### config.mk
export PLATFORM = sky130hd
export DESIGN_NAME = mac_stream_driver
export DESIGN_NICKNAME = d
export VERILOG_FILES = /design/src/rtl/mac_stream_driver_pkg.sv /design/src/rtl/mac_stream_driver.sv
export SDC_FILE = /design/constraint.sdc
export NUM_CORES = 1
export LEC_CHECK = 0
export BUFFER_PORTS_ARGS = -buffer_cell sky130_fd_sc_hd__buf_2
export CAP_MARGIN = 40
export CORE_MARGIN = 8
export CORE_UTILIZATION = 48
export CTS_CLUSTER_SIZE = 12
export DETAILED_ROUTE_END_ITERATION = 8
export PLACE_DENSITY = 0.86
export RECOVER_POWER = 50
export SLEW_MARGIN = 30
export SYNTH_ARGS = -nofsm -noshare
export SYNTH_HDL_FRONTEND = slang
export SYNTH_SLANG_ARGS = --single-unit
### constraint.sdc
create_clock -name clk -period 4.1 [get_ports clk]
set_input_delay 0.205 -clock clk [delete_from_list [all_inputs] [get_ports clk]]
set_output_delay 0.205 -clock clk [all_outputs]
set_load 0.01 [all_outputs]
### src/rtl/mac_stream_driver_pkg.sv
// mac_stream_driver_pkg
// Shared definitions for the MAC stream driver and the MAC it sequences.
//   state_t : driver FSM states (IDLE, RUN, DRAIN, DONE)
//   ACC_W   : accumulator / result width
//   DATA_W  : activation and weight width
package mac_stream_driver_pkg;

    localparam int ACC_W  = 32;
    localparam int DATA_W = 8;

    typedef enum logic [1:0] {
        IDLE  = 2'd0,
        RUN   = 2'd1,
        DRAIN = 2'd2,
        DONE  = 2'd3
    } state_t;

endpackage

### src/rtl/mac_stream_driver.sv
// mac_stream_driver
// Initiator-side sequencer for one bit_parallel_mac (SHARED_W=1). It accepts a
// dot-product job (len, bias) and issues one MAC beat per accepted (x, w) pair.
// The MAC's registered result is fed back as the next accumulation operand, and
// the final sum is returned on a ready/valid output.
// Optional build macro MAC_STREAM_DRIVER_RELU_EN: when defined, a negative final
// sum is returned as 0. MAC traffic is the same in both builds.
// Ports:
//   clk, reset              clock, asynchronous active-high reset
//   start, len, bias        job request (sampled only when accepted in IDLE)
//   busy                    high whenever a job is in progress
//   in_valid/in_ready       pair stream handshake
//   in_x, in_w              activation and weight bytes
//   mac_en, mac_update_w    registered beat enable (both the same)
//   mac_x, mac_weight       registered beat operands
//   mac_acc                 accumulation operand (bias on first beat, else feedback)
//   mac_result              MAC registered result
//   out_valid/out_ready     sum handshake
//   out_data                final sum
module mac_stream_driver
    import mac_stream_driver_pkg::*;
#(
    parameter int LEN_W = 8
) (
    input  logic              clk,
    input  logic              reset,
    input  logic              start,
    input  logic [LEN_W-1:0]  len,
    input  logic [ACC_W-1:0]  bias,
    output logic              busy,
    input  logic              in_valid,
    output logic              in_ready,
    input  logic [DATA_W-1:0] in_x,
    input  logic [DATA_W-1:0] in_w,
    output logic              mac_en,
    output logic              mac_update_w,
    output logic [DATA_W-1:0] mac_x,
    output logic [DATA_W-1:0] mac_weight,
    output logic [ACC_W-1:0]  mac_acc,
    input  logic [ACC_W-1:0]  mac_result,
    output logic              out_valid,
    input  logic              out_ready,
    output logic [ACC_W-1:0]  out_data
);

    state_t            state_q;
    state_t            state_d;
    logic [LEN_W-1:0]  rem_q;
    logic [ACC_W-1:0]  bias_q;
    logic              first_q;
    logic              mac_en_q;
    logic [DATA_W-1:0] mac_x_q;
    logic [DATA_W-1:0] mac_weight_q;
    logic              start_accept;
    logic              pair_fire;

    assign start_accept = (state_q == IDLE) && start;
    assign pair_fire    = (state_q == RUN) && in_valid;

    // State register; reset aborts any job in flight.
    always_ff @(posedge clk or posedge reset) begin
        if (reset) begin
            state_q <= IDLE;
        end else begin
            state_q <= state_d;
        end
    end

    // A zero-length job skips RUN: its single dummy beat is issued straight from
    // IDLE, so the DRAIN cycle is where that beat reaches the MAC.
    always_comb begin
        state_d = state_q;
        unique case (state_q)
            IDLE: begin
                if (start) begin
                    state_d = (len != '0) ? RUN : DRAIN;
                end
            end
            RUN: begin
                if (in_valid && rem_q == LEN_W'(1)) begin
                    state_d = DRAIN;
                end
            end
            DRAIN: begin
                state_d = DONE;
            end
            DONE: begin
                if (out_ready) begin
                    state_d = IDLE;
                end
            end
            default: begin
                state_d = IDLE;
            end
        endcase
    end

    // Status and result outputs. out_data is only driven in DONE, where the
    // MAC is idle and its result is stable.
    always_comb begin
        busy      = (state_q != IDLE);
        in_ready  = (state_q == RUN);
        out_valid = (state_q == DONE);
        out_data  = '0;
        if (state_q == DONE) begin
`ifdef MAC_STREAM_DRIVER_RELU_EN
            out_data = mac_result[ACC_W-1] ? '0 : mac_result;
`else
            out_data = mac_result;
`endif
        end
    end

    // Job registers and MAC beat registers. first_q marks the job's first beat,
    // which must take the bias instead of the feedback. It drops after that
    // beat, however many bubbles precede it.
    always_ff @(posedge clk or posedge reset) begin
        if (reset) begin
            rem_q        <= '0;
            bias_q       <= '0;
            first_q      <= 1'b0;
            mac_en_q     <= 1'b0;
            mac_x_q      <= '0;
            mac_weight_q <= '0;
        end else begin
            mac_en_q <= 1'b0;
            if (mac_en_q) begin
                first_q <= 1'b0;
            end
            if (start_accept) begin
                bias_q  <= bias;
                rem_q   <= len;
                first_q <= 1'b1;
                if (len == '0) begin
                    mac_en_q     <= 1'b1;
                    mac_x_q      <= '0;
                    mac_weight_q <= '0;
                end
            end
            if (pair_fire) begin
                mac_en_q     <= 1'b1;
                mac_x_q      <= in_x;
                mac_weight_q <= in_w;
                rem_q        <= rem_q - LEN_W'(1);
            end
        end
    end

    assign mac_en       = mac_en_q;
    assign mac_update_w = mac_en_q;
    assign mac_x        = mac_x_q;
    assign mac_weight   = mac_weight_q;
    assign mac_acc      = first_q ? bias_q : mac_result;

endmodule

==> results.txt <==
The wire length of the first global-routing pass is 13700 µm. The via-per-instance ratio is 5.18. Traced cell by cell, the critical path runs through inv_1, ha_1, and2_0, buf_4, a31oi_1, a22o_1. The run finished, with violations left. The worst setup path is launched from a register. The max-slew violation count came out at 0. The max-cap check violation count came out at 1. The global route total overflow came out at 0.

The antenna diode count is 0. The count of hold-fix buffers inserted at cts came out at 0. Measured along the y axis, the die boundary spans 96.4 µm. The netlist uses 35 different library cells. The standard cell core area came out at 6310 µm².

The average wire per cell in the routed design came out at between 15 and 20 µm. Tracing the worst setup path back leads to its startpoint at state_q[1]. Setup repair after global routing left no endpoint under its margin. The path type of the worst setup path is reg2reg. The number of design rule violations left after detail routing is 0.

Dividing total power by cell area gives a power density of 759 nW/µm². The pin count of the biggest net entering global routing came out at 61. The data required time at the worst endpoint came out at 4360 ps. The cell family contributing the most delay on the critical path is compound AO/OA/AOI/OAI gates. The worst path in the final design needs a cycle of ~2500 ps, including I/O delays and setup. The number of nets in the layout came out at roughly 540. In this run the clock root is driven by a clkbuf_8. The ratio of cells with drive above 1 in the final layout came out at 54.1%.

The net count after synthesis came out at 357. Yosys printed 0 warnings. The final critical path takes up 61.5% of the cycle. The die is ~96 µm wide. The setup TNS is 0 ps. The fmax is 0.396 GHz. The layer flagged by global routing as most heavily used is met2.

The boundary pin count is 178. The area growth from synthesis to layout is 35.8%. The global-route met3 utilization came out at 6.34%. Post-CTS repair changed the size of 0 cells. For the worst-skew pair, the clock arrives at the later sink with an insertion delay of 330 ps. The row count came out at 29. The post-synthesis sequential area ratio is 48.4%. Averaged over all synthesized cells, the footprint is about 12 µm². In this run, the number of DRC markers left after iteration 0 of detailed routing was 51. The most used flip-flop cell after synthesis is dfrtp_1.

The die outline area is just over 9000 µm². The clock-pin transition on the worst setup and hold timing paths is 70 ps. For this run, the number of standard cells in the final layout without fillers is 517.

After legalization and detailed placement, the total HPWL measured 7010 µm. The worst-case vdd ir drop came out at about 0.41 mV. The global router's overall resource usage is 18.9%.

The critical-path maximum fanout is 22. The met1 track demand over resource in global routing came out at 21.2%. In this run the deepest clock path goes through 2 buffers. The worst pin sits at a relative slew slack of 0.731%. The synthesized instance count is 257.

The combined area of all synthesized cells is 3100 µm². The global placer's final weighted congestion came out at around 0.84. In this run the worst hold path is classified as in2async. The first detailed-routing pass ran for 4 iterations. For this configuration, the core starts out at a cell density of 49.2%. TritonCTS built the clock tree. The data arrival time of the worst path is 2780 ps. The final route contains ~2700 vias.

The share of synthesized registers carrying an async set or reset is 100%. The count of clock tree sinks came out at 60. On the worst path, the slowest cell contributes a delay of 1080 ps. The origin of the critical flop-to-flop path is state_q[1].

The count of antenna-violating nets left after detailed routing is 0. The final number of hold-violating endpoints is 0. Setup violations remaining at the end of the flow were counted as 0.

The final clock skew came out at 7.50 ps. STA classifies the critical path endpoint as a register. The number of antenna violations at the first check in global routing came out at 0. The number of global-route vias before repair came out at 2882.

The setup fix buffers added after clock tree synthesis is 0. The routed wire length came out at 8920 µm. For the pin with the worst max-slew slack, the measured transition is 1480 ps. The clock buffer count from CTS is 9. The count of buffers from port buffering came out at between 150 and 200. The number of buffers and inverters on the critical path is 2. The number of flops mapped to enable cells by yosys came out at 0. In this run the static leakage power is ~2.2 nW. The synthesized flop and latch total came out at 60. The number of H-tree branching levels came out at 3. For met2 alone, demand over resource in global routing was 32.8%. Among all stages on the critical path, the largest delay is contributed by a31oi_1.

The final reports fail on max-capacitance violations. Once placement completed, the tool counted placed cells totaling between 500 and 600.
where the power goes:
group | switching [W] | total (W) | internal (W) | leakage [nW]
Sequential | 0.000240 | 0.00113 | 0.000886 | 0.723
Combinational | 0.000720 | 0.00150 | 0.000780 | 1.32
Clock | 0.000218 | 0.000574 | 0.000356 | 0.113
Total | 0.00118 | 0.00320 | 0.00202 | 2.16
final cells by class:
| class | instances | area, µm² |
|---|---|---|
| Fill cell | 510 | 2100 |
| Timing Repair Buffer | 181 | 880 |
| Clock buffer | 11 | 141 |
| Clock inverter | 5 | 75.1 |
| Tap cell | 77 | 96.3 |
| Multi-Input combinational cell | 174 | 1490 |
| Inverter | 9 | 33.8 |
| Sequential cell | 60 | 1500 |
synthesized netlist by cell type (3+ instances only):
library cell	count	share of area (%)
clkbuf_1	9	1.1
a22o_1	16	4.5
nand2_1	7	0.85
a21oi_1	4	0.64
inv_1	9	1.1
mux2_2	65	24
buf_2	3	0.48
and2_1	32	6.4
dfrtp_1	60	48
ha_1	7	2.8
nor3_1	3	0.48
nor2_1	8	0.97
o21ai_0	7	1.1
per-stage QoR:
stage,power (W),hold slack (ps),worst slack (ps),utilization [%],cell area (µm²)
finish,0.00320,90.6,1580,66.8,4220
global route,0.00344,86.7,1340,66.8,4220
CTS,0.00328,85.3,2050,67.7,4270
detailed placement,0.00269,433,2060,64.3,4060
global placement,0.00262,427,2100,64.0,4040
floorplan,0.00210,328,2330,-,3100
worst min-delay path: stages:
cell and delay [ps]:
buf_2 100, inv_1 40, buf_4 580
logic make-up after synthesis:
kind of cell / synth area share, %
mux: 24.2
fa+ha+maj: 2.82
buf+inv: 3.26
simple gates: 11.5
compound gates: 9.83
flops: 48.4
state kept, by name, indices dropped and copies added, names as in the netlist:
signal,flops
mac_weight,8
mac_x,8
state_q,2
rem_q,8
bias_q,32
mac_en,1
first_q,1
layer usage:
metal / up-vias / part of all wire, %
met2: 143 / 50
met5: - / 0
met4: 0 / 1.1
met3: 11 / 11
li1: 1269 / -
met1: 1253 / 37
cell usage in the layout (no fill, tap or decap), types with 4 or more instances in the layout:
| master | count |
|---|---|
| inv_1 | 9 |
| and2_1 | 28 |
| a22o_1 | 16 |
| nor2_1 | 8 |
| a21oi_1 | 4 |
| clkbuf_8 | 10 |
| clkbuf_1 | 28 |
| o21ai_0 | 7 |
| ha_1 | 7 |
| buf_2 | 151 |
| dfrtp_1 | 59 |
| and2_0 | 5 |
| mux2_2 | 65 |
| nand2_1 | 7 |
final timing paths:
path                                 end  slack, ps  cells past startpoint
min in group clk                mac_x[0]        100                      2
max in group asynchronous        first_q       3500                      3
max reg2reg                mac_weight[2]       1580                      6
max                        mac_weight[2]       1580                      6
min                             mac_x[6]         90                      3
min reg2reg                     mac_x[5]        500                      1
No activity file was read; power rests on OpenSTA's default activity.
